### src/rtl/matmul_arbiter.sv
// Round-robin arbiter that shares one matrix multiplier between NUM_REQ
// requesters, launches jobs with a start pulse, watches mm_busy for
// completion (with start/run watchdogs) and offsets the multiplier's local
// addresses by the granted requester's base addresses.
module matmul_arbiter #(
  parameter int ADDR_WIDTH    = 32,
  parameter int NUM_REQ       = 2,
  parameter int START_TIMEOUT = 4,
  parameter int RUN_TIMEOUT   = 0
) (
  input  logic                          clk,
  input  logic                          rst,
  input  logic [NUM_REQ-1:0]            req,
  input  logic [NUM_REQ*ADDR_WIDTH-1:0] x_base,
  input  logic [NUM_REQ*ADDR_WIDTH-1:0] y_base,
  input  logic [NUM_REQ*ADDR_WIDTH-1:0] z_base,
  output logic [NUM_REQ-1:0]            grant,
  output logic [NUM_REQ-1:0]            done,
  output logic                          err,
  output logic                          active,
  output logic                          mm_start,
  input  logic                          mm_busy,
  input  logic [ADDR_WIDTH-1:0]         mm_x_addr,
  input  logic [ADDR_WIDTH-1:0]         mm_y_addr,
  input  logic [ADDR_WIDTH-1:0]         mm_z_addr,
  output logic [ADDR_WIDTH-1:0]         x_addr,
  output logic [ADDR_WIDTH-1:0]         y_addr,
  output logic [ADDR_WIDTH-1:0]         z_addr
);

  localparam int IDX_W  = (NUM_REQ > 1) ? $clog2(NUM_REQ) : 1;
  localparam int WD_MAX = (START_TIMEOUT > RUN_TIMEOUT) ? START_TIMEOUT : RUN_TIMEOUT;
  localparam int WD_W   = $clog2(WD_MAX + 2);

  localparam logic [WD_W-1:0]  START_LIM = WD_W'(START_TIMEOUT);
  localparam logic [WD_W-1:0]  RUN_LIM   = WD_W'(RUN_TIMEOUT);
  localparam logic [IDX_W-1:0] LAST_IDX  = IDX_W'(NUM_REQ - 1);
  localparam logic [NUM_REQ-1:0] ONE_HOT0 = NUM_REQ'(1);

  typedef enum logic [2:0] {
    IDLE,
    LAUNCH,
    WAIT_BUSY,
    RUN,
    FINISH
  } state_t;

  state_t                 state;
  logic [IDX_W-1:0]       ptr;
  logic [IDX_W-1:0]       idx;
  logic [WD_W-1:0]        wd;
  logic [WD_W-1:0]        wd_inc;
  logic [ADDR_WIDTH-1:0]  x_lat;
  logic [ADDR_WIDTH-1:0]  y_lat;
  logic [ADDR_WIDTH-1:0]  z_lat;
  logic                   found;
  logic [IDX_W-1:0]       sel_idx;
  logic [ADDR_WIDTH-1:0]  sel_x;
  logic [ADDR_WIDTH-1:0]  sel_y;
  logic [ADDR_WIDTH-1:0]  sel_z;

  // Saturating watchdog increment so a long stall never wraps back to zero.
  assign wd_inc = (wd == '1) ? wd : wd + 1'b1;

  // Round-robin pick: first requester at or above the pointer, else wrap to the lowest below it.
  always_comb begin
    found   = 1'b0;
    sel_idx = '0;
    for (int j = 0; j < NUM_REQ; j++) begin
      if (!found && req[j] && (IDX_W'(j) >= ptr)) begin
        found   = 1'b1;
        sel_idx = IDX_W'(j);
      end
    end
    for (int j = 0; j < NUM_REQ; j++) begin
      if (!found && req[j] && (IDX_W'(j) < ptr)) begin
        found   = 1'b1;
        sel_idx = IDX_W'(j);
      end
    end
  end

  // Select the winning requester's base-address slices for latching.
  always_comb begin
    sel_x = '0;
    sel_y = '0;
    sel_z = '0;
    for (int j = 0; j < NUM_REQ; j++) begin
      if (sel_idx == IDX_W'(j)) begin
        sel_x = x_base[j*ADDR_WIDTH +: ADDR_WIDTH];
        sel_y = y_base[j*ADDR_WIDTH +: ADDR_WIDTH];
        sel_z = z_base[j*ADDR_WIDTH +: ADDR_WIDTH];
      end
    end
  end

  // Job sequencer; every handshake output is a register so it is glitch-free.
  // err is loaded on the way into FINISH and so doubles as the job's error flag.
  always_ff @(posedge clk or posedge rst) begin
    if (rst) begin
      state    <= IDLE;
      ptr      <= '0;
      idx      <= '0;
      wd       <= '0;
      x_lat    <= '0;
      y_lat    <= '0;
      z_lat    <= '0;
      grant    <= '0;
      done     <= '0;
      err      <= 1'b0;
      active   <= 1'b0;
      mm_start <= 1'b0;
    end else begin
      case (state)
        IDLE: begin
          if (found) begin
            idx      <= sel_idx;
            x_lat    <= sel_x;
            y_lat    <= sel_y;
            z_lat    <= sel_z;
            grant    <= ONE_HOT0 << sel_idx;
            mm_start <= 1'b1;
            active   <= 1'b1;
            wd       <= '0;
            state    <= LAUNCH;
          end
        end
        LAUNCH: begin
          mm_start <= 1'b0;
          wd       <= '0;
          state    <= WAIT_BUSY;
        end
        WAIT_BUSY: begin
          if (mm_busy) begin
            wd    <= '0;
            state <= RUN;
          end else begin
            wd <= wd_inc;
            if (wd_inc == START_LIM) begin
              done  <= grant;
              grant <= '0;
              err   <= 1'b1;
              state <= FINISH;
            end
          end
        end
        RUN: begin
          if (!mm_busy) begin
            done  <= grant;
            grant <= '0;
            err   <= 1'b0;
            state <= FINISH;
          end else begin
            wd <= wd_inc;
            if ((RUN_TIMEOUT != 0) && (wd_inc == RUN_LIM)) begin
              done  <= grant;
              grant <= '0;
              err   <= 1'b1;
              state <= FINISH;
            end
          end
        end
        FINISH: begin
          done   <= '0;
          err    <= 1'b0;
          active <= 1'b0;
          ptr    <= (idx == LAST_IDX) ? '0 : idx + 1'b1;
          state  <= IDLE;
        end
        default: begin
          state <= IDLE;
        end
      endcase
    end
  end

  assign x_addr = mm_x_addr + x_lat;
  assign y_addr = mm_y_addr + y_lat;
  assign z_addr = mm_z_addr + z_lat;

endmodule

### config.mk
export PLATFORM = sky130hd
export DESIGN_NAME = matmul_arbiter
export DESIGN_NICKNAME = d
export VERILOG_FILES = /design/src/rtl/matmul_arbiter.sv
export SDC_FILE = /design/constraint.sdc
export NUM_CORES = 1
export LEC_CHECK = 0
export BUFFER_PORTS_ARGS = -buffer_cell sky130_fd_sc_hd__buf_2
export CORE_AREA = 2 2 156 158
export DETAILED_ROUTE_END_ITERATION = 8
export DIE_AREA = 0 0 158 160
export PLACE_DENSITY = 0.78
export SLEW_MARGIN = 20
export SYNTH_ARGS = -nofsm -noshare
export SYNTH_HDL_FRONTEND = slang
export SYNTH_SLANG_ARGS = --single-unit
### constraint.sdc
create_clock -name clk -period 9.3 [get_ports clk]
set_input_delay 0.465 -clock clk [delete_from_list [all_inputs] [get_ports clk]]
set_output_delay 0.465 -clock clk [all_outputs]
set_load 0.02 [all_outputs]
==> results of run 1 <==
==> per-stage QoR <==
step / total power [W] / util [%]
6_report: 0.00451 / 51.5
5_1_grt: 0.00490 / 51.5
4_1_cts: 0.00454 / 51.5
3_5_place_dp: 0.00412 / 50.2
3_3_place_gp: 0.00405 / 50.2
2_1_floorplan: 0.00320 / -
==> registers in the layout, indices dropped and copies added, names as in the netlist <==
| register | cells |
|---|---|
| active | 1 |
| done | 2 |
| err | 1 |
| grant | 2 |
| idx | 1 |
| mm_start | 1 |
| ptr | 1 |
| state | 3 |
| wd | 3 |
| x_lat | 32 |
| y_lat | 32 |
| z_lat | 32 |
==> cell type report <==
cell class	count	area, um2
repair buffers	400	2010
clock inverters	7	73.8
multi-input cells	953	6700
clock buffers	9	225
fillers	2318	11600
well taps	324	405
diodes	2	5.00
flip-flops and latches	111	2780
inverters	15	58.8
==> power groups by stage <==
stage          combinational (W)  sequential (W)  clock [W]
4_1_cts                  0.00326        0.000857   0.000416
6_report                 0.00326        0.000857   0.000399
3_3_place_gp             0.00319        0.000856          0
2_1_floorplan            0.00237        0.000826          0
5_1_grt                  0.00358        0.000887   0.000431
3_5_place_dp             0.00325        0.000866          0
==> cells in the mapped netlist (6+ instances only) <==
cell type	instances
nand3_1	24
xnor2_1	55
a31oi_1	8
nand2b_1	13
o21bai_1	11
nand4_1	11
a21o_1	52
nand2_1	152
nor3_1	10
buf_1	6
o21a_1	15
ha_1	94
o21ai_0	148
mux2i_1	98
dfrtp_1	111
clkbuf_1	35
inv_1	15
a21oi_1	78
xor2_1	31
nor2_1	49
a211oi_1	10
nor2b_1	13
==> path summary, 6_finish.rpt <==
check / cells past startpoint / end / start / slack (ps)
hold reg to reg: 1 / ptr / idx / 470
setup reg to reg: 5 / z_lat[24] / state[2] / 6500
min in group clk: 3 / state[0] / mm_busy / 370
max in group asynchronous: 3 / x_lat[15] / rst / 7780
setup / recovery: 12 / z_addr[30] / z_lat[0] / 5170
hold / removal: 2 / z_lat[12] / rst / 160
==> kinds of logic after synthesis <==
family	count (synthesis)	synth area share, %
buf+inv	62	2.50
fa+ha+maj	97	12.7
simple gates	298	13.8
mux	99	10.2
flops	111	28.6
xor+xnor	86	7.76
compound gates	373	24.4
==> layer usage <==
metal  vias up  wire [um]  GRT usage, %
li1       4831          -             -
met1      4408      11900          26.5
met2       356      13600          38.4
met5         -          0             0
met3        36       1910          4.40
met4         0        577          5.98
==> run_results.csv, run 1 <==
group,metric,value,unit
clock_network,clock_latency,350,ps
pwr,power_switching,0.00237,W
critical_path,worst-setup-path-type,"flop to output port",
routing,vias_per_cell,5.29,
cells_and_area,finalInstanceArea,12300,um2
clock_network,cts.sinks,111,
sta,report.final.setup_viol,0,
logic_synthesis,ys_types,69,
sta,slew_viol_final,0,
clock_network,cts_max_level,3,
global_routing,antenna_found_initial,2,
place,dpl_cell_area,12000,um2
logic_synthesis,synth_ff_type,"dfrtp_1",
sta,worst_pin_slew,961,ps
pwr,sw_frac_of_total,52.4,%
pwr,power_density,368,nW/um2
outcome,run_status,"completed",
critical_path,path_cells,"ha_1 > fa_1 > a211oi_1 > nor2_1 > o31ai_1 > a21oi_1 > a221oi_2 > o221a_2 > a21oi_1 > a31oi_1 > xnor2_1 > buf_2",
critical_path,critical_path_arrival,3670,ps
pwr,irDropWorstVdd,0.220,mV
clock_network,numCtsBuffers,9,
logic_synthesis,post_synth_main_area_contributors,"dfrtp_1 29%, ha_1 12%, mux2i_1 10%",
cells_and_area,syn_to_final_growth,26.4,%
sta,period_needed,4130,ps
sta,hold_viol,0,
worst_hold_path,hp-class,"input port to async pin",
clock_network,clkTransAtPathRegs,80,ps
global_routing,track_usage,21.7,%
sta,slew_headroom,35.9,%
place,place.gp.congestion,0.913,
die,start_util,40.7,%
pwr,seqPwrFrac,19.0,%
cells_and_area,fin_nets,1880,
die,rows,57,
sta,period_share,44.4,%
sta,skew,12.4,ps
routing,drt_iter0_drc,329,
cells_and_area,drive_above_1_share,29.2,%
logic_synthesis,synth_top_area_cell,"dfrtp_1",
logic_synthesis,ys_warn_count,0,
clock_network,cts_root_buffer,"clkbuf_16",
die,die_y,160,um
sta,finalSetupTns,0,ps
routing,dr_total_vias,9631,
sta,setup_slack,5170,ps
place,dp_cells,1803,
global_routing,grt_pass1_wl,44700,um
critical_path,cp_top_family,"compound AO/OA/AOI/OAI gates",
place,portBuffers,395,
critical_path,critPathBufInv,1,
place,dp_hpwl,22500,um
global_routing,grt_max_degree,106,
critical_path,critPathCaptureType,"output port",
run,cap_viol_max_count,0,
clock_network,clockBufferDepth,2,
global_routing,first_global_vias,9443,
clock_network,cts_resized,0,
routing,finalWirelength,28000,um
logic_synthesis,syn_area,9700,um2
logic_synthesis,async_reset_ff_share,100,%
die,die-area,25300,um2
critical_path,worst-path-max-fanout,4,
sta,hold_ws,162,ps
logic_synthesis,syn_inst,1126,
routing,firstDrtPassIters,5,
critical_path,cp-start-kind,"flop",
cells_and_area,layoutNonFillerInstCount,1821,
routing,drc,0,
die,chipWidth,158,um
die,coreArea,23800,um2
logic_synthesis,ys_seq_area_share,28.6,%
routing,drtAntennaViolNets,0,
logic_synthesis,synth_top_area_share,28.6,%
clock_network,cts_hold_buf,0,
logic_synthesis,syn_area_per_cell,8.62,um2
sta,rsz0062_at_grt,"false",
sta,fmax,242,MHz
pwr,leakagePower,6.61,nW
critical_path,slowest_delay,440,ps
critical_path,cp_data_required_time,8840,ps
cells_and_area,layout_common_cells,"395 x buf_2, 152 x nand2_1, 147 x o21ai_0, 111 x dfrtp_1, 98 x mux2i_1",
critical_path,cp_slowest_cell,"fa_1",
logic_synthesis,syn_nets,1516,
pwr,pwr-share-clk,8.8,%
logic_synthesis,ys_seq_elements,111,
logic_synthesis,synth_edf_count,0,
die,pin_count,396,
clock_network,cts_tree,"yes",
routing,wl_per_cell,15.4,um
critical_path,cp_common_cell,"a21oi_1",
pwr,intPower,0.00215,W
pwr,pwr-share-comb,72.2,%
cells_and_area,final_common_cell,"buf_2",
place,pre_cts_slack,5410,ps
global_routing,grt_overflow,0,
clock_network,postCtsSetupBuffers,0,
(Power assumes the default switching activity.)
==> inputs of run 2 (changes only) <==
Clock period 9.3 ns to 4.3 ns, I/O delays scaled along.
==> run 2 against run 1 <==
Effect of this change:
- global-route usage up 0.34 points
- utilization about the same
- setup slack lost 4700 ps
- total power up 120%
- clock skew is 3.1 ps higher
- largest cell class unchanged
==> run_results.csv, run 2 (synthesis gave the netlist of run 1 again) <==
group,metric,value,unit
sta,slew_viol_final,0,
sta,period_share,89.6,%
sta,fmax,260,MHz
cells_and_area,layout_common_cells,"395 x buf_2, 152 x nand2_1, 147 x o21ai_0, 111 x dfrtp_1, 98 x mux2i_1",
die,start_util,40.7,%
clock_network,cts_tree,"yes",
critical_path,cp_data_required_time,4090,ps
cells_and_area,finalInstanceArea,12300,um2
clock_network,cts_max_level,3,
critical_path,path_cells,"ha_1 > fa_1 > a211oi_1 > nor2_1 > o31ai_1 > a21oi_1 > a221oi_2 > o221a_2 > o21a_1 > nand3_1 > o311ai_0 > buf_2",
cells_and_area,reg_top3,"x_lat: 32 flops, y_lat: 32 flops, z_lat: 32 flops",
global_routing,grt_pass1_wl,45100,um
run,cap_viol_max_count,0,
cells_and_area,multiInputGateArea,6700,um2
place,dpl_cell_area,12000,um2
die,coreArea,23800,um2
clock_network,clockBufferDepth,2,
routing,drc,0,
routing,vias_per_cell,5.32,
die,chipWidth,158,um
routing,firstDrtPassIters,5,
routing,drtAntennaViolNets,0,
clock_network,postCtsSetupBuffers,0,
cells_and_area,seqCellArea,2780,um2
cells_and_area,fillCellCount,2300,
global_routing,antenna_found_initial,2,
clock_network,clock_latency,360,ps
critical_path,worst-path-max-fanout,4,
sta,hold_viol,0,
sta,rsz0062_at_grt,"false",
clock_network,clkTransAtPathRegs,80,ps
cells_and_area,syn_to_final_growth,26.5,%
critical_path,worst-setup-path-type,"flop to output port",
critical_path,critPathCaptureType,"output port",
sta,report.final.setup_viol,0,
pwr,leakagePower,6.61,nW
sta,slew_headroom,44.2,%
cells_and_area,fin_nets,1881,
die,rows,57,
cells_and_area,drive_above_1_share,29.1,%
critical_path,cp-start-kind,"flop",
routing,drt_iter0_drc,362,
sta,period_needed,3850,ps
die,die-area,25300,um2
sta,skew,15.5,ps
global_routing,track_usage,22.0,%
clock_network,numCtsBuffers,9,
global_routing,grt_max_degree,198,
worst_hold_path,hp-class,"input port to flop",
global_routing,grt_overflow,0,
clock_network,cts.sinks,111,
sta,worst_pin_slew,837,ps
die,pin_count,396,
cells_and_area,final_common_cell,"buf_2",
global_routing,first_global_vias,9773,
pwr,irDropWorstVdd,0.396,mV
routing,finalWirelength,28400,um
die,die_y,160,um
critical_path,cp_slowest_cell,"fa_1",
pwr,power_density,797,nW/um2
outcome,run_status,"completed",
routing,wl_per_cell,15.6,um
place,dp_hpwl,22800,um
place,place.gp.congestion,0.924,
critical_path,critical_path_arrival,3640,ps
clock_network,cts_root_buffer,"clkbuf_16",
routing,dr_total_vias,9688,
worst_hold_path,hold_depth,3,
sta,finalSetupTns,0,ps
place,portBuffers,395,
critical_path,slowest_delay,430,ps
critical_path,r2r_cells,4,
run 2: changes by cell type in the layout (fill, tap and decap cells not counted), sizes merged:
cell         delta
dlygate4sd3     +1
clkinv          -1
clkbuf          +2
clkinvlp        -1
run 2: metal layers:
layer  share of wire (%)  vias to the layer above  global-route usage, %
met5                   0                        -                      0
met4                 2.7                        0                   7.37
met3                 6.6                       49                   4.67
met2                  49                      338                   39.7
met1                  42                     4463                   25.7
li1                    -                     4838                      -
run 2: worst max-delay path: cells and delay by family, from the launching register on:
kind	cells	cell delay, ps
DFF	1	390
and+or+nand+nor	2	210
adders and majority gates	2	660
AOI/OAI and AO/OA	7	1730
buffers and inverters	1	280
run 2: power breakdown:
part / internal (W) / total [W] / switching [W]
clock network: 0.000417 / 0.000845 / 0.000428
registers: 0.00153 / 0.00186 / 0.000325
logic: 0.00271 / 0.00707 / 0.00436
total: 0.00466 / 0.00977 / 0.00511
run 2: through the flow:
stage	instances	setup WS (ps)	hold slack (ps)	utilization, %	total power, W
floorplan	1126	1150	354	-	0.00692
global placement	1803	946	230	50.3	0.00877
detailed placement	1803	890	232	50.3	0.00893
CTS	1820	479	107	51.5	0.00981
global route	1822	217	129	51.5	0.0106
finish	1822	448	127	51.5	0.00977
run 2: timing repair:
action,CTS,global route
hold buffers,1,0
hold endpoints to repair,24,0
gates resized for setup,0,0
run 2: path summary, 6_finish.rpt:
path | from | endpoint | slack (ps)
setup / recovery | z_lat[0] | z_addr[28] | 450
hold / removal | mm_busy | state[0] | 130
setup reg to reg | ptr | x_lat[30] | 2270
hold reg to reg | active | active | 480
max in group asynchronous | rst | x_lat[15] | 2920
min in group asynchronous | rst | y_lat[9] | 410
run 2: final cells by class:
cell class                      count  area share, %
Clock inverter                      5          0.316
Clock buffer                       11           1.98
Tap cell                          324           3.30
Sequential cell                   111           22.6
Inverter                           15          0.479
Timing Repair Buffer              401           16.6
Antenna cell                        2         0.0408
Multi-Input combinational cell    953           54.6
==> inputs of run 3 (changes only) <==
Clock period 4.3 ns to 3.8 ns, I/O delays scaled along.
==> run 3 against run 2 <==
Effect of this change:
- the flow now finishes with violations (negative hold slack)
- first-iteration DRC count is 39% higher
- clock power grew 18%
- flip-flop and latch count unchanged
- non-clock buffer count shrank 1
- combinational power rose by 15%
- utilization up 0.38 points
- critical path type unchanged
- largest cell class unchanged
==> run_results.csv, run 3 (synthesis gave the netlist of run 1 again) <==
group,metric,value,unit
sta,slew_headroom,50.4,%
routing,drtAntennaViolNets,0,
sta,hold_ws,-3.39,ps
critical_path,cp_data_required_time,3610,ps
sta,skew,14.9,ps
routing,wl_met1,11800,um
clock_network,clock_latency,350,ps
global_routing,track_usage,21.6,%
sta,worst_pin_slew,744,ps
routing,wl_met2,14200,um
routing,dr_wl_met3,2090,um
die,die-area,25300,um2
sta,fmax,272,MHz
pwr,irDropWorstVdd,0.486,mV
critical_path,r2r_cells,4,
die,start_util,40.7,%
global_routing,grt_max_degree,198,
critical_path,crit_start,"z_lat[0]",
cells_and_area,syn_to_final_growth,27.4,%
place,dp_hpwl,22300,um
clock_network,cts_hold_buf,0,
die,rows,57,
pwr,power_density,907,nW/um2
place,dpl_cell_area,12000,um2
die,die_y,160,um
routing,drc,0,
sta,period_needed,3680,ps
cells_and_area,finalInstanceArea,12400,um2
routing,drt_iter0_drc,502,
critical_path,timing.rr.start,"state[2]",
critical_path,ff2ff_setup_slack,1810,ps
critical_path,worst-path-max-fanout,4,
sta,report.final.setup_viol,0,
routing,highest-signal-layer,"met4",
place,portBuffers,395,
place,place.gp.congestion,0.908,
clock_network,numCtsBuffers,9,
critical_path,critPathCaptureType,"output port",
clock_network,cts_tree,"yes",
sta,slew_viol_final,0,
die,pin_count,396,
clock_network,cts_max_level,3,
outcome,violations,"negative hold slack",
die,chipWidth,158,um
global_routing,grt_overflow,0,
sta,hold_viol,8,
cells_and_area,fin_nets,1880,
sta,period_share,96.7,%
cells_and_area,drive_above_1_share,29.7,%
clock_network,clockBufferDepth,2,
routing,finalWirelength,28500,um
critical_path,cp-start-kind,"flop",
routing,vias_per_cell,5.36,
cells_and_area,reg_top3,"x_lat: 32 flops, y_lat: 32 flops, z_lat: 32 flops",
critical_path,critical_path_arrival,3490,ps
global_routing,first_global_vias,9476,
worst_hold_path,hp-class,"input port to async pin",
global_routing,antenna_found_initial,1,
cells_and_area,fillCellCount,2274,
pwr,leakagePower,6.63,nW
sta,finalSetupTns,0,ps
die,coreArea,23800,um2
outcome,run_status,"finished with violations",
critical_path,worst-setup-path-type,"flop to output port",
run,cap_viol_max_count,0,
global_routing,grt_pass1_wl,44400,um
routing,firstDrtPassIters,5,
routing,dr_total_vias,9751,
clock_network,cts.sinks,111,
critical_path,r2r-end,"z_lat[25]",
routing,wl_per_cell,15.7,um
cells_and_area,final_common_cell,"buf_2",
critical_path,cp-endpoint,"z_addr[30]",
clock_network,cts_root_buffer,"clkbuf_16",
cells_and_area,layout_common_cells,"394 x buf_2, 152 x nand2_1, 147 x o21ai_0, 111 x dfrtp_1, 98 x mux2i_1",
clock_network,clkTransAtPathRegs,90,ps
[run 3: what timing repair did]
| action | in CTS | in global routing |
|---|---|---|
| endpoints found under the setup margin | 2 | 9 |
| pin swaps | 1 | 4 |
| resized for setup | 0 | 13 |
| buffers inserted | 1 | 0 |
| gates cloned | 0 | 0 |
[run 3: cell type report]
type	count	area, um2	area share [%]
Timing Repair Buffer	400	2050	16.6
Tap cell	324	405	3.28
Clock buffer	12	246	1.99
Multi-Input combinational cell	953	6760	54.7
Sequential cell	111	2780	22.5
Antenna cell	1	2.50	0.0202
Clock inverter	4	55.1	0.445
Inverter	15	58.8	0.476
[run 3: per-layer routing]
layer,up-vias,track usage [%]
met1,4524,25.7
met3,32,4.48
met4,0,5.41
met2,371,39.2
met5,-,0
li1,4824,-
[run 3: per-stage QoR]
stage / util [%] / total power, W / instances / setup WS, ps
after floorplan: - / 0.00783 / 1126 / 679
after global placement: 50.3 / 0.00992 / 1802 / 507
after detailed placement: 50.3 / 0.0101 / 1802 / 410
after CTS: 51.6 / 0.0112 / 1819 / 76.3
after global routing: 51.9 / 0.0121 / 1820 / -72.8
final: 51.9 / 0.0112 / 1820 / 124
[run 3: worst min-delay path by stage]
stage	start	end	slack (ps)
floorplan	mm_busy	state[0]	330
global placement	rst	z_lat[19]	400
detailed placement	rst	z_lat[19]	410
CTS	rst	z_lat[9]	20
global route	rst	z_lat[9]	50
finish	rst	z_lat[13]	-3
[run 3: critical path, cell delays in order (launching register included)]
cell and delay, ps:
dfrtp_1 400, ha_1 230, fa_2 380, a211oi_1 240, nor2_1 130, o31ai_2 270
a21oi_2 130, a221oi_2 360, o221a_2 290, a21oi_1 130, a31oi_1 240, xnor2_1 160
buf_4 180
[run 3: power by group]
group | switching (W) | internal (W)
combinational | 0.00499 | 0.00312
sequential | 0.000371 | 0.00173
clock | 0.000465 | 0.000535
total | 0.00582 | 0.00539
